`src/rtl/fsm_pkg.sv`:
```
// Shared types and helpers for the serial 3-bit ones-counter FSM.
// Latency: pure definitions, no timing of their own.
// Backpressure: none; the counter consumes one bit per clock unconditionally.
//
// Contents:
//   state_t      10 legal states, binary-encoded in 4 bits (6 unused codes)
//   FRAME_LEN    number of serial bits per frame
//   is_legal     true for the 10 defined encodings
//   is_done      true for the absorbing DONE_Cn states
//   pos_of       bits already consumed in the frame (0..3)
//   count_of     ones seen so far (the Moore output of a state)
//   make_state   rebuild a state from (bits consumed, ones seen)
//   next_state   full transition rule, including illegal-code recovery
package fsm_pkg;

  localparam int FRAME_LEN = 3;

  // Name reads as <bits consumed>_<ones seen>. RX0 is "waiting for the
  // first (MSB) bit", DONE is "all three bits taken".
  typedef enum logic [3:0] {
    RX0_C0  = 4'd0,
    RX1_C0  = 4'd1,
    RX1_C1  = 4'd2,
    RX2_C0  = 4'd3,
    RX2_C1  = 4'd4,
    RX2_C2  = 4'd5,
    DONE_C0 = 4'd6,
    DONE_C1 = 4'd7,
    DONE_C2 = 4'd8,
    DONE_C3 = 4'd9
  } state_t;

  function automatic logic is_legal(input state_t s);
    logic ok;
    ok = 1'b0;
    case (s)
      RX0_C0, RX1_C0, RX1_C1, RX2_C0, RX2_C1, RX2_C2,
      DONE_C0, DONE_C1, DONE_C2, DONE_C3: ok = 1'b1;
      default: ok = 1'b0;
    endcase
    return ok;
  endfunction

  function automatic logic is_done(input state_t s);
    logic d;
    d = 1'b0;
    case (s)
      DONE_C0, DONE_C1, DONE_C2, DONE_C3: d = 1'b1;
      default: d = 1'b0;
    endcase
    return d;
  endfunction

  // Bits consumed so far; 3 means the frame is complete.
  // Unused codes report 0 so they look like a fresh frame.
  function automatic logic [1:0] pos_of(input state_t s);
    logic [1:0] p;
    p = 2'd0;
    case (s)
      RX0_C0:                              p = 2'd0;
      RX1_C0, RX1_C1:                      p = 2'd1;
      RX2_C0, RX2_C1, RX2_C2:              p = 2'd2;
      DONE_C0, DONE_C1, DONE_C2, DONE_C3:  p = 2'd3;
      default:                             p = 2'd0;
    endcase
    return p;
  endfunction

  // Ones seen so far. Unused codes decode to 0 so out never shows junk.
  function automatic logic [1:0] count_of(input state_t s);
    logic [1:0] c;
    c = 2'd0;
    case (s)
      RX0_C0, RX1_C0, RX2_C0, DONE_C0: c = 2'd0;
      RX1_C1, RX2_C1, DONE_C1:         c = 2'd1;
      RX2_C2, DONE_C2:                 c = 2'd2;
      DONE_C3:                         c = 2'd3;
      default:                         c = 2'd0;
    endcase
    return c;
  endfunction

  // Inverse of (pos_of, count_of). A count larger than the position is
  // unreachable; it falls back to the idle state rather than guessing.
  function automatic state_t make_state(input logic [1:0] pos,
                                        input logic [1:0] cnt);
    state_t s;
    s = RX0_C0;
    case ({pos, cnt})
      {2'd0, 2'd0}: s = RX0_C0;
      {2'd1, 2'd0}: s = RX1_C0;
      {2'd1, 2'd1}: s = RX1_C1;
      {2'd2, 2'd0}: s = RX2_C0;
      {2'd2, 2'd1}: s = RX2_C1;
      {2'd2, 2'd2}: s = RX2_C2;
      {2'd3, 2'd0}: s = DONE_C0;
      {2'd3, 2'd1}: s = DONE_C1;
      {2'd3, 2'd2}: s = DONE_C2;
      {2'd3, 2'd3}: s = DONE_C3;
      default:      s = RX0_C0;
    endcase
    return s;
  endfunction

  // One step of the frame: consume a bit unless the frame is already
  // complete (DONE is absorbing). Unused codes restart the frame.
  // Neither sum can overflow 2 bits: pos <= 2 and cnt <= pos here.
  function automatic state_t next_state(input state_t s, input logic b);
    state_t n;
    if (!is_legal(s)) begin
      n = RX0_C0;
    end else if (is_done(s)) begin
      n = s;
    end else begin
      n = make_state(pos_of(s) + 2'd1, count_of(s) + {1'b0, b});
    end
    return n;
  endfunction

endpackage

```
`src/rtl/fsm.sv`:
```
// Serial 3-bit frame ones counter: counts 1s on the next three bits after reset.
// Latency: a bit sampled at edge k is reflected on out right after edge k.
// Backpressure: none; one bit is consumed per clock until the frame is done,
//   after which in is ignored and out holds until the next reset.
//
// Ports:
//   clk  in   rising-edge clock
//   rst  in   synchronous reset, active-low
//   in   in   serial data bit, MSB first
//   out  out  [1:0] ones seen in the current frame, registered
module fsm
  import fsm_pkg::*;
(
  input  logic       clk,
  input  logic       rst,
  input  logic       in,
  output logic [1:0] out
);

  state_t state;
  state_t state_nxt;

  assign state_nxt = next_state(state, in);

  // out is loaded from the decode of the state being entered, so it always
  // equals count_of(state) without a combinational path from in.
  always_ff @(posedge clk) begin
    if (!rst) begin
      state <= RX0_C0;
      out   <= 2'd0;
    end else begin
      state <= state_nxt;
      out   <= count_of(state_nxt);
    end
  end

endmodule

```
`config.mk`:
```
export PLATFORM = sky130hd
export DESIGN_NAME = fsm
export DESIGN_NICKNAME = d
export VERILOG_FILES = /design/src/rtl/fsm_pkg.sv /design/src/rtl/fsm.sv
export SDC_FILE = /design/constraint.sdc
export NUM_CORES = 1
export LEC_CHECK = 0
export ABC_AREA = 1
export ABC_CLOCK_PERIOD_IN_PS = 5700
export BUFFER_PORTS_ARGS = -buffer_cell sky130_fd_sc_hd__buf_2
export CAP_MARGIN = 15
export CORE_MARGIN = 2
export CORE_UTILIZATION = 40
export CTS_CLUSTER_DIAMETER = 120
export DETAILED_ROUTE_END_ITERATION = 7
export REMOVE_ABC_BUFFERS = 1
export SETUP_SLACK_MARGIN = 0.5
export SYNTH_ARGS = -nofsm -noshare
export SYNTH_HDL_FRONTEND = slang
export SYNTH_SLANG_ARGS = --single-unit
```
`constraint.sdc`:
```
create_clock -name clk -period 5.7 [get_ports clk]
set_input_delay 1.14 -clock clk [delete_from_list [all_inputs] [get_ports clk]]
set_output_delay 1.14 -clock clk [all_outputs]
set_load 0.05 [all_outputs]
```
==> flow_summary.json, run 1 <==
{
  "status": "finished clean",
  "top_usage_layer": "met1",
  "hpwl_um": 906,
  "post_dp_cell_area_sq_um": 729,
  "postSynthAreaPerCell_sq_um": 6.83,
  "hold_violations": 0,
  "drc": 0,
  "yosys_warnings": 0,
  "track_usage": 0.124,
  "place_congestion": 0.808,
  "worstSkewPairLatency_ns": 0.26,
  "synth_seq_cells": 11,
  "clock_skew_ns": 0.00162,
  "ios": 5,
  "layout_common_cells": "nand2_1 (25), inv_1 (19), dfxtp_1 (11)",
  "path_clk_slew_ns": 0.06,
  "fin_crit_ns": 2.77,
  "synth_area_sq_um": 689,
  "cts_tree": "done",
  "critPathCaptureType": "flop",
  "die_h_um": 45.5,
  "cts_setup_buffers": 0,
  "start_kind": "primary input",
  "power_density_nw_per_um2": 378,
  "dp_cells": 121,
  "critPathMaxFanout": 4,
  "layout-drive-gt1-share": 0.193,
  "finalCritPeriodShare": 0.486,
  "hold_buffers": 0,
  "cts-root-buf": "clkbuf_4",
  "yosysSeqAreaShare": 0.319,
  "nets": 120,
  "hold-worst-slack_ns": 0.581,
  "crit_top_cell": "ha_1",
  "routed_wl_mm": 1.06,
  "netlist_top_cells_area": "dfxtp_1 (32%), nand2_1 (14%), ha_1 (13%)",
  "reg2reg_depth": 13,
  "met1_usage": 0.179,
  "final_cells": 125,
  "initial_core_util": 0.442,
  "crit_chain": "buf_2 > ha_1 > inv_1 > ha_1 > nor2_1 > nor2_2 > nand2_1 > nand2_1 > nand2_2 > nor2_4 > inv_1 > ha_1 > nor2_1 > o21ai_2",
  "synthCells": 101,
  "synth.distinct_cells": 18,
  "fillers": 162,
  "cp_slowest_cell": "ha_1",
  "rows": 14,
  "grt_first_pass_wirelength_mm": 1.88,
  "fmax_mhz": 361,
  "use_met3": 0.0119,
  "die_w_um": 45.5,
  "antenna_found_initial": 0,
  "min_path_type": "reg -> reg",
  "grt_overflow": 0,
  "firstDrtPassIters": 4,
  "max_stage_delay_ns": 0.32,
  "cts_made_buffers": 3,
  "crit_family": "adder cells",
  "portBuffers": 4,
  "htreeDepth": 1,
  "grt_pass1_vias": 472,
  "final-setup-viol-count": 0,
  "vias_per_cell": 4.54,
  "holdPathStages": 2,
  "cts_buffer_depth": 2,
  "p_leak_nw": 0.401,
  "final_common_cell": "nand2_1",
  "ant_nets": 0,
  "rsz0062_at_grt": "false",
  "ir_worst_vdd_v": 0.000149,
  "setup_tns_ns": 0,
  "cap_violations": 0,
  "cts.sinks": 11,
  "worstPathArrival_ns": 2.92,
  "yosys.area.top_type": "dfxtp_1",
  "critPathRequiredTime_ns": 5.85,
  "area_delta_synth_final_pct": 9.62,
  "slew_violations": 0,
  "grtUsageMet2": 0.177,
  "via_count": 568,
  "grt_max_degree": 7,
  "synth_top_cell_area_share": 0.319,
  "final_area_sq_um": 756,
  "hold_path_end": "state[0]",
  "worst-path-stages": 14,
  "crit_type": "in -> reg",
  "n_antenna_cell": 0,
  "cp.buffers_inverters": 3,
  "drt_iter0_markers": 10,
  "design.core.area_sq_um": 1560,
  "ff2ff_setup_slack_ns": 3.62,
  "wire_per_inst_um": 8.50,
  "cts-resized-gates": 0,
  "die_area_sq_um": 2070
}
routing by layer:
metal | routed length [um] | up-vias | share of wire
met5 | 0 | - | 0
met4 | 12 | 0 | 0.011
met3 | 10 | 2 | 0.0094
met2 | 499 | 5 | 0.47
met1 | 541 | 242 | 0.51
li1 | - | 319 | -
logic make-up (layout without fill, tap and decap cells):
family / Yosys count / count (layout) / share of synthesized area
AO/OA/AOI/OAI: 6 / 6 / 0.0599
other: 1 / 1 / 0.00544
flip-flops: 11 / 11 / 0.319
AND/OR/NAND/NOR: 54 / 54 / 0.368
adder cells (fa/ha/maj): 7 / 7 / 0.127
buffers and inverters: 22 / 30 / 0.120
layout make-up:
type	instances	area (sq um)	area share
Multi-Input combinational cell	68	387	0.512
Sequential cell	11	220	0.291
Inverter	22	82.6	0.109
Clock buffer	4	26.3	0.0348
Timing Repair Buffer	4	20.0	0.0265
Tap cell	16	20.0	0.0265
where the power goes:
part / leakage, nW / internal (W) / total [W] / switching [W]
combinational: 0.296 / 0.0000491 / 0.000137 / 0.0000875
sequential: 0.0899 / 0.0000914 / 0.0000993 / 0.00000791
clock: 0.0150 / 0.0000270 / 0.0000500 / 0.0000230
total: 0.401 / 0.000168 / 0.000286 / 0.000118
tightest hold or removal path, delay by kind of cell, from the launching register on:
| family | cells | cell delay (ns) |
|---|---|---|
| DFF | 1 | 0.32 |
| and+or+nand+nor | 2 | 0.21 |
metrics by stage:
| stage | setup slack (ns) | total power (W) | util |
|---|---|---|---|
| 2_1_floorplan | 2.91 | 0.000214 | - |
| 3_3_place_gp | 2.67 | 0.000236 | 0.468 |
| 3_5_place_dp | 2.65 | 0.000239 | 0.468 |
| 4_1_cts | 2.92 | 0.000289 | 0.485 |
| 5_1_grt | 2.67 | 0.000313 | 0.485 |
| 6_report | 2.93 | 0.000286 | 0.485 |
Yosys cell counts (all sizes together):
library cell and n:
nand2 30, conb 1, ha 7, inv 21, nand3b 1, o21ai 2
o211ai 1, nand3 10, dfxtp 11, nor2 13, clkinv 1, a21oi 3
how the worst max path moves through the flow:
stage	startpoint	endpoint
after floorplan	in	flop
after global placement	in	flop
after detailed placement	in	flop
after CTS	in	flop
after global routing	in	flop
final	in	flop
Note: power is estimated with default switching activity, not from simulation.
==> run 2, diff against run 1 <==
--- a/config.mk
+++ b/config.mk
@@ -6,7 +6,7 @@
 export NUM_CORES = 1
 export LEC_CHECK = 0
 export ABC_AREA = 1
-export ABC_CLOCK_PERIOD_IN_PS = 5700
+export ABC_CLOCK_PERIOD_IN_PS = 2810
 export BUFFER_PORTS_ARGS = -buffer_cell sky130_fd_sc_hd__buf_2
 export CAP_MARGIN = 15
 export CORE_MARGIN = 2
==> constraint.sdc (replaced) <==
create_clock -name clk -period 2.81 [get_ports clk]
set_input_delay 0.562 -clock clk [delete_from_list [all_inputs] [get_ports clk]]
set_output_delay 0.562 -clock clk [all_outputs]
set_load 0.05 [all_outputs]
==> run 2 against run 1 <==
Final area rose by 3.5%. Clock skew rose by 0.0029 ns. Setup slack lost 2.2 ns. Cell count is the same. Global-route usage up 0.49 points. Worst hold slack gained 0.017 ns. Sequential share of layout area decreased by 0.98 points. Via count rose by 1.8%. Combinational power grew 120%. Non-clock buffer count did not move. Flip-flop and latch count did not move. Routed wire length is 1.6% higher.
==> flow_summary.json, run 2 (synthesized netlist as in run 1, its figures left out) <==
{
  "drc": 0,
  "initial_core_util": 0.442,
  "worstPathArrival_ns": 2.28,
  "portBuffers": 4,
  "antenna_found_initial": 0,
  "setup_tns_ns": 0,
  "n_antenna_cell": 0,
  "grt_pass1_vias": 527,
  "cts_tree": "done",
  "cts.sinks": 11,
  "crit_chain": "buf_2 > ha_1 > inv_1 > nand2_1 > nand2_2 > ha_1 > nor2_1 > nor2_2 > nand2_1 > nand2_1 > nand2_2 > nor2_4 > inv_1 > ha_4 > nor2_2 > o21ai_2",
  "finalCritPeriodShare": 0.753,
  "htreeDepth": 1,
  "firstDrtPassIters": 4,
  "grt_max_degree": 8,
  "rsz0062_at_grt": "false",
  "layout-drive-gt1-share": 0.239,
  "area_delta_synth_final_pct": 13.4,
  "critPathCaptureType": "flop",
  "crit_top_cell": "nand2_1",
  "status": "finished clean",
  "wire_per_inst_um": 8.63,
  "via_count": 578,
  "design.core.area_sq_um": 1560,
  "cap_violations": 0,
  "cts_setup_buffers": 0,
  "hold_violations": 0,
  "vias_per_cell": 4.62,
  "nets": 120,
  "p_leak_nw": 0.405,
  "die_h_um": 45.5,
  "ios": 5,
  "die_w_um": 45.5,
  "rows": 14,
  "layout_common_cells": "nand2_1 (24), inv_1 (19), dfxtp_1 (11)",
  "die_area_sq_um": 2070,
  "clock_skew_ns": 0.00448,
  "power.total_w": 0.000602,
  "final-setup-viol-count": 0,
  "ant_nets": 0,
  "worstSkewPairLatency_ns": 0.26,
  "grt_overflow": 0,
  "drt_iter0_markers": 10,
  "hold-worst-slack_ns": 0.599,
  "crit_type": "in -> reg",
  "ir_worst_vdd_v": 0.000342,
  "fmax_mhz": 473,
  "cp_slowest_cell": "ha_4",
  "place_congestion": 0.806,
  "routed_wl_mm": 1.08,
  "min_path_type": "in -> reg",
  "path_clk_slew_ns": 0.07,
  "power_density_nw_per_um2": 770,
  "hpwl_um": 960,
  "track_usage": 0.129,
  "slew_violations": 0,
  "max_stage_delay_ns": 0.25,
  "hold_buffers": 0,
  "start_kind": "primary input",
  "critPathRequiredTime_ns": 2.97,
  "fin_crit_ns": 2.12,
  "grt_first_pass_wirelength_mm": 1.90,
  "final_common_cell": "nand2_1",
  "critPathMaxFanout": 4,
  "cts-root-buf": "clkbuf_4",
  "cts_made_buffers": 3,
  "cts_buffer_depth": 2
}
run 2: cell count changes in the layout (fill, tap and decap cells not counted), sizes merged:
cell,previous run,this run
clkbuf,4,3
clkinv,1,2
run 2: timing repair:
item | in CTS | in global routing
gates resized for setup | 0 | 5
setup endpoints to repair | 0 | 2
hold endpoints to repair | 0 | 0
run 2: worst paths after layout:
kind	cells after the start	to	slack (ns)	from
setup / recovery	16	flop	0.69	in
setup reg to reg	15	flop	0.79	flop
hold / removal	3	state[3]	0.60	rst
hold reg to reg	4	out[1]	0.63	flop
run 2: through the flow:
| step | cells | cell area (sq um) | worst slack (ns) | utilization |
|---|---|---|---|---|
| floorplan | 101 | 689 | 0.602 | - |
| detailed placement | 121 | 729 | 0.301 | 0.468 |
| global placement | 121 | 729 | 0.370 | 0.468 |
| global route | 125 | 782 | 0.502 | 0.502 |
| finish | 125 | 782 | 0.695 | 0.502 |
| CTS | 125 | 757 | 0.585 | 0.486 |
run 2: final cells by class:
cell class / instances / area [sq um]
Multi-Input combinational cell: 68 / 412
Sequential cell: 11 / 220
Tap cell: 16 / 20.0
Inverter: 22 / 82.6
Timing Repair Buffer: 4 / 20.0
Fill cell: 156 / 777
Clock buffer: 3 / 22.5
Clock inverter: 1 / 5.00
run 2: worst max-delay path, delay by kind of cell:
| kind | cells | cell delay [ns] |
|---|---|---|
| compound gates | 1 | 0.06 |
| fa+ha+maj | 3 | 0.60 |
| simple gates | 9 | 0.80 |
| buf+inv | 3 | 0.24 |
run 2: layer usage:
layer | track usage | share of wire | vias up | wire (um)
li1 | - | - | 321 | -
met1 | 0.150 | 0.49 | 248 | 526
met2 | 0.220 | 0.48 | 7 | 522
met3 | 0.0119 | 0.019 | 2 | 20
met4 | 0.0882 | 0.0083 | 0 | 9
met5 | 0 | 0 | - | 0
run 2: report_power, final:
group          leakage, nW  switching (W)  internal (W)  total, W
Clock               0.0177      0.0000492     0.0000526  0.000102
Sequential          0.0899      0.0000158      0.000185  0.000201
Combinational        0.297       0.000189      0.000110  0.000299
==> run 3, diff against run 2 <==
--- a/config.mk
+++ b/config.mk
@@ -5,8 +5,8 @@
 export SDC_FILE = /design/constraint.sdc
 export NUM_CORES = 1
 export LEC_CHECK = 0
-export ABC_AREA = 1
-export ABC_CLOCK_PERIOD_IN_PS = 2810
+export ABC_AREA = 0
+export ABC_CLOCK_PERIOD_IN_PS = 1780
 export BUFFER_PORTS_ARGS = -buffer_cell sky130_fd_sc_hd__buf_2
 export CAP_MARGIN = 15
 export CORE_MARGIN = 2
==> constraint.sdc (replaced) <==
create_clock -name clk -period 1.78 [get_ports clk]
set_input_delay 0.356 -clock clk [delete_from_list [all_inputs] [get_ports clk]]
set_output_delay 0.356 -clock clk [all_outputs]
set_load 0.05 [all_outputs]
==> run 3 against run 2 <==
The run now ends with setup timing left. Sequential share of layout area fell by 7.4 points. First-iteration DRC count is 20% higher. Sequential power grew 68%. Via count increased by 4.2%. Count of clock-buffer cells in the layout rose by 1. Routed wire length is 48% higher. Area after synthesis decreased by 7.8%. Cell count shrank 8.8%. Non-clock buffer count up 27. Flip-flop and latch count unchanged. Global-route usage up 6.4 points.
==> flow_summary.json, run 3 <==
{
  "p_leak_nw": 0.484,
  "ir_worst_vdd_v": 0.000712,
  "drc": 0,
  "worstSkewPairLatency_ns": 0.27,
  "nets": 109,
  "yosys_warnings": 0,
  "synth_top_cell_area_share": 0.346,
  "place_congestion": 0.809,
  "die_h_um": 43.9,
  "yosys.area.top_type": "dfxtp_1",
  "fin_crit_ns": 2.45,
  "swShare": 0.350,
  "postSynthAreaPerCell_sq_um": 9.78,
  "crit_chain": "ha_4 > xor2_2 > inv_2 > ha_4 > or3_1 > nand4_1 > a21boi_2 > and2_4 > ha_4 > mux2_4 > mux2_4",
  "yosysSeqAreaShare": 0.346,
  "synth-async-reset-ratio": 0,
  "critPathCaptureType": "flop",
  "status": "finished with violations",
  "ios": 5,
  "clock_skew_ns": 0.00381,
  "rsz0062_at_grt": "true",
  "antenna_found_initial": 0,
  "cap_violations": 0,
  "drt_iter0_markers": 12,
  "track_usage": 0.192,
  "cts.sinks": 11,
  "initial_core_util": 0.422,
  "grt_first_pass_wirelength_mm": 2.66,
  "intPower_w": 0.000860,
  "design.core.area_sq_um": 1510,
  "fillers": 115,
  "synth_seq_cells": 11,
  "via_count": 602,
  "hold-worst-slack_ns": 0.373,
  "synthCells": 65,
  "hpwl_um": 951,
  "wire_per_inst_um": 14.0,
  "path_clk_slew_ns": 0.07,
  "p_seq_frac": 0.255,
  "synth_area_sq_um": 636,
  "netlist_top_cells_count": "dfxtp_1 (11), ha_1 (7), inv_1 (5)",
  "critPathRequiredTime_ns": 1.94,
  "crit_top_cell": "ha_4",
  "power_frac_comb": 0.617,
  "critPathMaxFanout": 3,
  "portBuffers": 4,
  "die_area_sq_um": 1920,
  "final-setup-viol-count": 9,
  "grt_pass1_vias": 639,
  "die_w_um": 43.9,
  "layout_common_cells": "buf_4 (21), dfxtp_1 (10), buf_6 (6)",
  "cts_made_buffers": 3,
  "cts_tree": "done",
  "grt_overflow": 0,
  "post_dp_cell_area_sq_um": 811,
  "violations": "setup timing",
  "start_kind": "flop",
  "cts_buffer_depth": 2,
  "synth_edf_count": 0,
  "rows": 14,
  "layout-drive-gt1-share": 0.643,
  "yosysMostFrequentCell": "dfxtp_1",
  "max_stage_delay_ns": 0.35,
  "grt_max_degree": 8,
  "finalCritPeriodShare": 1.37,
  "synth.distinct_cells": 34,
  "power_density_nw_per_um2": 1240,
  "fmax_mhz": 409,
  "crit_type": "reg -> reg",
  "worstPathArrival_ns": 2.61,
  "n_antenna_cell": 0,
  "ant_nets": 0,
  "cts-root-buf": "clkbuf_4",
  "final_area_sq_um": 1060,
  "power_frac_clock": 0.128,
  "slew_violations": 0,
  "cp_slowest_cell": "dfxtp_2",
  "switching_power_w": 0.000464,
  "routed_wl_mm": 1.60,
  "vias_per_cell": 5.28,
  "fin_ws_ns": -0.667,
  "yosys_most_used_dff": "dfxtp_1",
  "hold_violations": 0,
  "htreeDepth": 1,
  "final_common_cell": "buf_4",
  "netlist_top_cells_area": "dfxtp_1 (35%), ha_1 (14%), a21o_1 (3.5%)",
  "area_delta_synth_final_pct": 67.5,
  "min_path_type": "in -> reg",
  "firstDrtPassIters": 4
}
[run 3: changes by cell type in the layout (fill, tap and decap cells not counted), moves of 7 or more]
cell / previous run / this run
nor2_1: 8 / 1
nand2_1: 24 / 0
buf_4: 0 / 21
inv_1: 19 / 3
[run 3: layer usage]
metal / GRT usage / routed length, um / vias to the layer above
li1: - / - / 296
met1: 0.229 / 662 / 286
met2: 0.318 / 826 / 13
met3: 0.0250 / 57 / 7
met4: 0.133 / 49 / 0
met5: 0 / 0 / -
[run 3: kinds of logic (layout without fill, tap and decap cells)]
kind of cell    Yosys count  after routing  synth area share
buf+inv                   7             40            0.0531
fa+ha+maj                 7              7             0.138
simple gates             20             20             0.215
compound gates           15             15             0.171
other cells               1              1           0.00590
flops                    11             11             0.346
xor+xnor                  1              1            0.0138
mux                       3              3            0.0571
[run 3: metrics by stage]
| stage | power (W) | setup TNS [ns] | setup slack, ns | util | cells |
|---|---|---|---|---|---|
| 2_1_floorplan | 0.000612 | -5.15 | -1.07 | - | 63 |
| 3_3_place_gp | 0.000823 | -5.64 | -1.00 | 0.538 | 103 |
| 3_5_place_dp | 0.000829 | -6.02 | -1.03 | 0.538 | 103 |
| 4_1_cts | 0.00121 | -2.63 | -0.587 | 0.664 | 113 |
| 5_1_grt | 0.00141 | -4.09 | -0.788 | 0.707 | 114 |
| 6_report | 0.00132 | -3.05 | -0.667 | 0.707 | 114 |
[run 3: power groups by stage]
stage,clock (W),combinational [W],sequential [W]
floorplan,0,0.000261,0.000351
global placement,0,0.000500,0.000323
detailed placement,0,0.000504,0.000325
CTS,0.000169,0.000710,0.000331
global route,0.000181,0.000883,0.000344
finish,0.000170,0.000817,0.000338
[run 3: worst paths after layout]
kind / slack [ns] / to / cells after the start / startpoint
worst max register to register: -0.67 / flop / 11 / flop
worst max-delay path: -0.67 / flop / 11 / flop
worst min-delay path: 0.37 / state[0] / 2 / rst
worst min register to register: 0.68 / state[1] / 3 / flop
[run 3: final cells by class]
| cell class | instances | area, sq um | area share |
|---|---|---|---|
| Clock buffer | 4 | 26.3 | 0.0247 |
| Inverter | 5 | 18.8 | 0.0176 |
| Multi-Input combinational cell | 47 | 533 | 0.501 |
| Sequential cell | 11 | 221 | 0.208 |
| Tap cell | 16 | 20.0 | 0.0188 |
| Timing Repair Buffer | 31 | 245 | 0.230 |
[run 3: repair_timing]
item / CTS / global route
buffers inserted: 6 / 1
setup endpoints to repair: 10 / 10
pin swaps: 14 / 5
hold endpoints to repair: 0 / 0
hold buffers: 0 / 0
gates resized for setup: 27 / 14
[run 3: worst max-delay path: cells and delay by family (launching register included)]
| kind | cells | cell delay [ns] |
|---|---|---|
| flip-flops | 1 | 0.35 |
| AND/OR/NAND/NOR | 3 | 0.58 |
| XOR/XNOR | 1 | 0.17 |
| buffers and inverters | 1 | 0.09 |
| adder cells (fa/ha/maj) | 3 | 0.55 |
| multiplexers | 2 | 0.52 |
| AO/OA/AOI/OAI | 1 | 0.07 |
